==> config.mk <==
export PLATFORM = sky130hd
export DESIGN_NAME = wback_regfile_flat
export DESIGN_NICKNAME = d
export VERILOG_FILES = /design/src/rtl/y86_pkg.sv /design/src/rtl/wback_regfile_if.sv /design/src/rtl/regfile15.sv /design/src/rtl/wback_regfile.sv /design/src/flat_wrapper.sv
export SDC_FILE = /design/constraint.sdc
export NUM_CORES = 2
export LEC_CHECK = 0
export CAP_MARGIN = 10
export CORE_ASPECT_RATIO = 0.8
export CORE_MARGIN = 10
export CORE_UTILIZATION = 55
export CTS_CLUSTER_DIAMETER = 200
export DETAILED_ROUTE_END_ITERATION = 16
export HOLD_SLACK_MARGIN = 0.06
export PLACE_DENSITY = 0.84
export SLEW_MARGIN = 20
export SYNTH_ARGS = -nofsm -noshare
export SYNTH_HDL_FRONTEND = slang
export SYNTH_SLANG_ARGS = --single-unit
==> constraint.sdc <==
create_clock -name clk -period 2.51 [get_ports clk]
set_input_delay 0.251 -clock clk [delete_from_list [all_inputs] [get_ports clk]]
set_output_delay 0.251 -clock clk [all_outputs]
set_load 0.01 [all_outputs]
==> src/rtl/y86_pkg.sv <==
// Shared Y86-64 definitions: status codes, special register/icode values, widths.
// Also holds the write-back status FSM encoding and the bubble-to-AOK mapping.
package y86_pkg;

  localparam int unsigned XLEN = 64;
  localparam int unsigned NREG = 15;

  localparam logic [3:0] SAOK = 4'h1;
  localparam logic [3:0] SHLT = 4'h2;
  localparam logic [3:0] SADR = 4'h3;
  localparam logic [3:0] SINS = 4'h4;
  localparam logic [3:0] SBUB = 4'h5;

  localparam logic [3:0] RNONE = 4'hF;
  localparam logic [3:0] INOP  = 4'h1;

  typedef enum logic {StRun, StStop} wb_state_e;

  // A bubble in W behaves like a normal, harmless instruction.
  function automatic logic [3:0] eff_stat(input logic [3:0] stat);
    return (stat == SBUB) ? SAOK : stat;
  endfunction

endpackage

==> src/rtl/wback_regfile_if.sv <==
// W-stage inputs, decode read ports and committed status of the write-back block.
// The master side is the pipeline core; the slave side is wback_regfile.
interface wback_regfile_if #(
  parameter int unsigned XLEN = 64
);

  logic [3:0]      W_stat;
  logic [3:0]      W_icode;
  logic [XLEN-1:0] W_valE;
  logic [XLEN-1:0] W_valM;
  logic [3:0]      W_dstE;
  logic [3:0]      W_dstM;
  logic [3:0]      d_srcA;
  logic [3:0]      d_srcB;
  logic [XLEN-1:0] d_rvalA;
  logic [XLEN-1:0] d_rvalB;
  logic [3:0]      Stat;
  logic            halted;
  logic [XLEN-1:0] retired;

  modport master (
    output W_stat, W_icode, W_valE, W_valM, W_dstE, W_dstM, d_srcA, d_srcB,
    input  d_rvalA, d_rvalB, Stat, halted, retired
  );

  modport slave (
    input  W_stat, W_icode, W_valE, W_valM, W_dstE, W_dstM, d_srcA, d_srcB,
    output d_rvalA, d_rvalB, Stat, halted, retired
  );

endinterface

==> src/rtl/regfile15.sv <==
// 15 x XLEN architectural register array: two write ports with M priority,
// two combinational read ports returning zero for RNONE, asynchronous clear.
module regfile15 #(
  parameter int unsigned NREG = 15,
  parameter int unsigned XLEN = 64
) (
  input  logic            clk,
  input  logic            rst_n,
  input  logic            we,
  input  logic [3:0]      dst_e,
  input  logic [XLEN-1:0] val_e,
  input  logic [3:0]      dst_m,
  input  logic [XLEN-1:0] val_m,
  input  logic [3:0]      src_a,
  input  logic [3:0]      src_b,
  output logic [XLEN-1:0] rval_a,
  output logic [XLEN-1:0] rval_b
);

  logic [XLEN-1:0] regs_q [NREG];

  // Index RNONE never matches an entry, so it never writes.
  always_ff @(posedge clk or negedge rst_n) begin
    if (!rst_n) begin
      for (int i = 0; i < NREG; i++) regs_q[i] <= '0;
    end else if (we) begin
      for (int i = 0; i < NREG; i++) begin
        if (dst_m == 4'(i)) begin
          regs_q[i] <= val_m;
        end else if (dst_e == 4'(i)) begin
          regs_q[i] <= val_e;
        end
      end
    end
  end

  always_comb begin
    rval_a = '0;
    rval_b = '0;
    if (src_a != y86_pkg::RNONE) rval_a = regs_q[src_a];
    if (src_b != y86_pkg::RNONE) rval_b = regs_q[src_b];
  end

endmodule

==> src/rtl/wback_regfile.sv <==
// Write-back stage: commits valE/valM into the register file, keeps the sticky
// processor status (RUN -> STOP on any fault, left only by reset) and the retire count.
module wback_regfile #(
  parameter int unsigned NREG = 15,
  parameter int unsigned XLEN = 64
) (
  input logic            clk,
  input logic            rst_n,
  wback_regfile_if.slave bus
);

  import y86_pkg::*;

  wb_state_e       state_q;
  logic [3:0]      stat_q;
  logic            halted_q;
  logic [XLEN-1:0] retired_q;

  logic [3:0] w_stat;
  logic       commit;
  logic       halt_now;
  logic       count;

  always_comb begin
    w_stat   = eff_stat(bus.W_stat);
    commit   = (w_stat == SAOK) && (state_q == StRun);
    halt_now = (w_stat != SAOK) && (state_q == StRun);
    // The halting HLT retires; ADR/INS faults do not.
    count    = (commit || (halt_now && (w_stat == SHLT))) && (bus.W_icode != INOP);
  end

  always_ff @(posedge clk or negedge rst_n) begin
    if (!rst_n) begin
      state_q   <= StRun;
      stat_q    <= SAOK;
      halted_q  <= 1'b0;
      retired_q <= '0;
    end else begin
      if (count) retired_q <= retired_q + 1'b1;
      case (state_q)
        StRun: begin
          if (halt_now) begin
            state_q  <= StStop;
            stat_q   <= w_stat;
            halted_q <= 1'b1;
          end
        end
        StStop: begin
          state_q <= StStop;
        end
      endcase
    end
  end

  regfile15 #(
    .NREG(NREG),
    .XLEN(XLEN)
  ) u_regfile (
    .clk   (clk),
    .rst_n (rst_n),
    .we    (commit),
    .dst_e (bus.W_dstE),
    .val_e (bus.W_valE),
    .dst_m (bus.W_dstM),
    .val_m (bus.W_valM),
    .src_a (bus.d_srcA),
    .src_b (bus.d_srcB),
    .rval_a(bus.d_rvalA),
    .rval_b(bus.d_rvalB)
  );

  assign bus.Stat    = stat_q;
  assign bus.halted  = halted_q;
  assign bus.retired = retired_q;

endmodule

==> src/flat_wrapper.sv <==
// flat-port wrapper written by rule: the top's interface ports become plain ports
module wback_regfile_flat import y86_pkg::*;
#(
  parameter int unsigned NREG = 15,
  parameter int unsigned XLEN = 64
)
  (clk, rst_n, bus_W_stat, bus_W_icode, bus_W_valE, bus_W_valM, bus_W_dstE, bus_W_dstM, bus_d_srcA, bus_d_srcB, bus_d_rvalA, bus_d_rvalB, bus_Stat, bus_halted, bus_retired);
  wback_regfile_if #(.XLEN(XLEN)) bus_i ();
  input logic clk;
  input logic rst_n;
  input wire logic [$bits(bus_i.W_stat)-1:0] bus_W_stat;
  input wire logic [$bits(bus_i.W_icode)-1:0] bus_W_icode;
  input wire logic [$bits(bus_i.W_valE)-1:0] bus_W_valE;
  input wire logic [$bits(bus_i.W_valM)-1:0] bus_W_valM;
  input wire logic [$bits(bus_i.W_dstE)-1:0] bus_W_dstE;
  input wire logic [$bits(bus_i.W_dstM)-1:0] bus_W_dstM;
  input wire logic [$bits(bus_i.d_srcA)-1:0] bus_d_srcA;
  input wire logic [$bits(bus_i.d_srcB)-1:0] bus_d_srcB;
  output wire logic [$bits(bus_i.d_rvalA)-1:0] bus_d_rvalA;
  output wire logic [$bits(bus_i.d_rvalB)-1:0] bus_d_rvalB;
  output wire logic [$bits(bus_i.Stat)-1:0] bus_Stat;
  output wire logic [$bits(bus_i.halted)-1:0] bus_halted;
  output wire logic [$bits(bus_i.retired)-1:0] bus_retired;
  assign bus_i.W_stat = bus_W_stat;
  assign bus_i.W_icode = bus_W_icode;
  assign bus_i.W_valE = bus_W_valE;
  assign bus_i.W_valM = bus_W_valM;
  assign bus_i.W_dstE = bus_W_dstE;
  assign bus_i.W_dstM = bus_W_dstM;
  assign bus_i.d_srcA = bus_d_srcA;
  assign bus_i.d_srcB = bus_d_srcB;
  assign bus_d_rvalA = bus_i.d_rvalA;
  assign bus_d_rvalB = bus_i.d_rvalB;
  assign bus_Stat = bus_i.Stat;
  assign bus_halted = bus_i.halted;
  assign bus_retired = bus_i.retired;
  wback_regfile #(.NREG(NREG), .XLEN(XLEN)) u_core (.clk(clk), .rst_n(rst_n), .bus(bus_i));
endmodule
==> flow_summary_export.csv <==
group,metric,value,unit
run_status,outcome,"finished with violations",
run_status,violations,"negative setup slack",
timing,worst_pin_slew,0.913,ns
global_route,grt_pass1_vias,57000,
layout,fin_util,67.0,%
setup_path,criticalPathCategory,"register to primary output",
power_and_ir_drop,irDropWorstVdd,552,uV
global_route,grt.overflow.total,0,
timing,skew,0.0313,ns
timing,finalCritPeriodShare,106,%
synth,synth_ff_type,"dfrtp_1",
power_and_ir_drop,power_density,520,nW/um^2
layout,nets,6453,
setup_path,critPathRequiredTime,2.26,ns
synth,yosys_warnings,0,
timing,whs,0.130,ns
global_route,grt_max_degree,83,
setup_path,worst-path-max-fanout,2,
setup_path,crit_arrival,2.41,ns
die,die-area,128000,sq um
power_and_ir_drop,leakage,32.7,nW
drt,wl_per_cell,29.4,um
drt,dr.pass1.iters,9,
timing,final-setup-viol-count,35,
clocking,insertion_delay,0.73,ns
setup_path,cp-end-kind,"primary output",
layout,layout-drive-gt1-share,21.2,%
setup_path,slowest_delay,0.54,ns
timing,hold_viol_final,0,
min_path,hp-class,"input port to async pin",
clocking,clockRootBuffer,"clkbuf_16",
place,dp_cells,7621,
layout,ff_latch_area,25800,sq um
synth,syn_inst,5987,
layout,syn_to_final_growth,20.8,%
synth,synth_cell_types,41,
layout,multiInputGateArea,34900,sq um
die,io_pins,351,
place,port_buffers,350,
timing,drv_slew,0,
layout,fin_area,75600,sq um
drt,ant_nets,0,
synth,netlist_area,62600,sq um
synth,syn_area_per_cell,10.5,sq um
place,dp_hpwl,145000,um
setup_path,crit_slowest_cell,"mux4_2",
die,placementRows,110,
die,die_h,322,um
drt,routed_wl,233000,um
synth,synth-seq-cells,1030,
power_and_ir_drop,power,39.3,mW
layout,n_fill_cell,7623,
setup_path,critPathTopFamily,"multiplexers",
drt,drcViolationCount,0,
synth,syn_nets,6142,
timing,slew_headroom,39.2,%
timing,rsz0062_at_grt,"yes",
timing,period_minus_slack,2.66,ns
die,start_util,55.5,%
drt,via_per_inst,7.10,
setup_path,critical_path_buf_inv_count,2,
clocking,cts_tree,"yes",
synth,synthArstFlopShare,100,%
layout,fin_cells,7919,
drt,dr_total_vias,56200,
place,placed_area,70900,sq um
setup_path,cp_cell_sequence,"buf_6 > mux4_2 > mux4_2 > buf_6",
global_route,antenna_found_initial,39,
timing,fin_ws,-0.147,ns
synth,synth_edf_count,0,
setup_path,start_kind,"register",
global_route,grt_usage,35.0,%
clocking,cts_made_buffers,108,
clocking,h-tree-depth,3,
clocking,cts_buffer_depth,3,
clocking,cts.clk_slew.worst_paths,0.06,ns
synth,seq_area_frac_synth,41.2,%
place,gp_congestion,0.944,
timing,max_freq,376,MHz
clocking,cts_sinks,1030,
global_route,grt_pass1_wl,347000,um
job,cap_violations,0,
die,core-area,113000,sq um
drt,first_iter_violations,8363,
die,dieWidth,397,um
## cells in the mapped netlist (58+ instances only)
cell,count,area [sq um]
mux2i_1,1158,11600
dfrtp_1,1029,25700
o21ai_0,861,4310
nand2_1,840,3150
mux4_2,421,9480
clkbuf_1,398,1490
a21oi_1,318,1590
nor2_1,309,1160
buf_2,165,826
buf_1,71,267
o211ai_1,68,510
nor2b_1,59,369
a211oi_1,58,435
## report_power, final
group	total [mW]	switching (mW)	internal [mW]
Sequential	16.9	0.137	16.7
Combinational	4.70	2.84	1.86
Clock	17.7	7.35	10.4
## cell usage in the layout, fill, tap and decap left out, types with 8 or more instances in the layout
master,instances
nor2_1,298
xor2_1,41
or2_2,8
buf_4,312
clkdlybuf4s15_1,13
clkbuf_16,109
clkbuf_8,24
a211oi_1,15
nand2_1,839
clkinvlp_4,10
dfrtp_1,1027
nand3_1,22
inv_1,12
nor3_1,26
o21ai_4,11
clkdlybuf4s50_1,213
o21ai_1,23
nor2b_1,49
diode_2,20
clkinv_2,15
o21ai_2,8
nand2b_1,9
nand4_1,25
a211oi_2,40
o211ai_1,68
o21ai_0,823
nor4_1,16
bufinv_16,17
mux4_2,421
buf_6,47
clkbuf_1,10
nor2b_4,10
a21oi_1,303
xnor2_1,22
mux2i_1,1154
a21oi_2,11
buf_12,171
clkbuf_2,11
buf_2,53
## area by class of cell
type                       count  area share, %
timing repair buffer         835           12.0
sequential                  1030           34.1
inverter                      12         0.0596
clock inverter                58           1.08
antenna                       20         0.0662
clock buffer                 141           4.06
tap                         1512           2.50
multi-input combinational   4311           46.1
## flip-flops by register name (all words and copies together), names as in the netlist
| register | cells |
|---|---|
| u_core.u_regfile.regs_q | 960 |
| u_core.bus.Stat | 4 |
| u_core.bus.halted | 1 |
| u_core.state_q | 1 |
| u_core.bus.retired | 64 |
## stage by stage
step                worst slack [ns]  TNS [ns]
detailed placement            -0.231    -16.94
global route                  -0.146     -2.87
finish                        -0.147     -2.02
floorplan                      0.255         0
CTS                           -0.122     -1.50
global placement              -0.240    -13.48
## what timing repair did
item,CTS,global route
buffers inserted,44,44
pin swaps,41,39
hold buffers,1,0
endpoints found under the hold margin,409,0
endpoints found under the setup margin,128,113
resized for setup,542,113
## cell families after synthesis
| logic type | after synthesis | share of synthesized area [%] |
|---|---|---|
| multiplexers | 1581 | 33.7 |
| buffers and inverters | 646 | 4.20 |
| XOR/XNOR | 63 | 0.882 |
| adder cells (fa/ha/maj) | 1 | 0.0200 |
| flip-flops | 1030 | 41.2 |
| AND/OR/NAND/NOR | 1354 | 8.96 |
| AO/OA/AOI/OAI | 1312 | 11.0 |
## per-layer routing
layer | up-vias | part of all wire (%) | global-route usage (%) | routed length (um)
met3 | 1325 | 15 | 12.9 | 33900
li1 | 22300 | - | - | -
met4 | 46 | 7.1 | 21.7 | 16400
met2 | 4980 | 44 | 51.8 | 102000
met5 | - | 0.20 | 0 | 469
met1 | 27500 | 35 | 43.4 | 80300
## worst paths after layout
kind                                              startpoint                            to  slack, ns  depth (start not counted)
worst min register to register             u_core.bus.halted             u_core.bus.halted       0.48                          1
min in group clk                               bus_W_stat[0]            u_core.bus.Stat[0]       0.13                          3
worst min-delay path                                   rst_n  u_core.u_regfile.regs_q[146]       0.13                          2
worst max register to register         u_core.bus.retired[4]        u_core.bus.retired[61]       0.16                          6
worst max-delay path            u_core.u_regfile.regs_q[661]               bus_d_rvalA[21]      -0.15                          4
max in group asynchronous                              rst_n  u_core.u_regfile.regs_q[197]       1.24                          3
No activity file was read; power rests on OpenSTA's default activity.
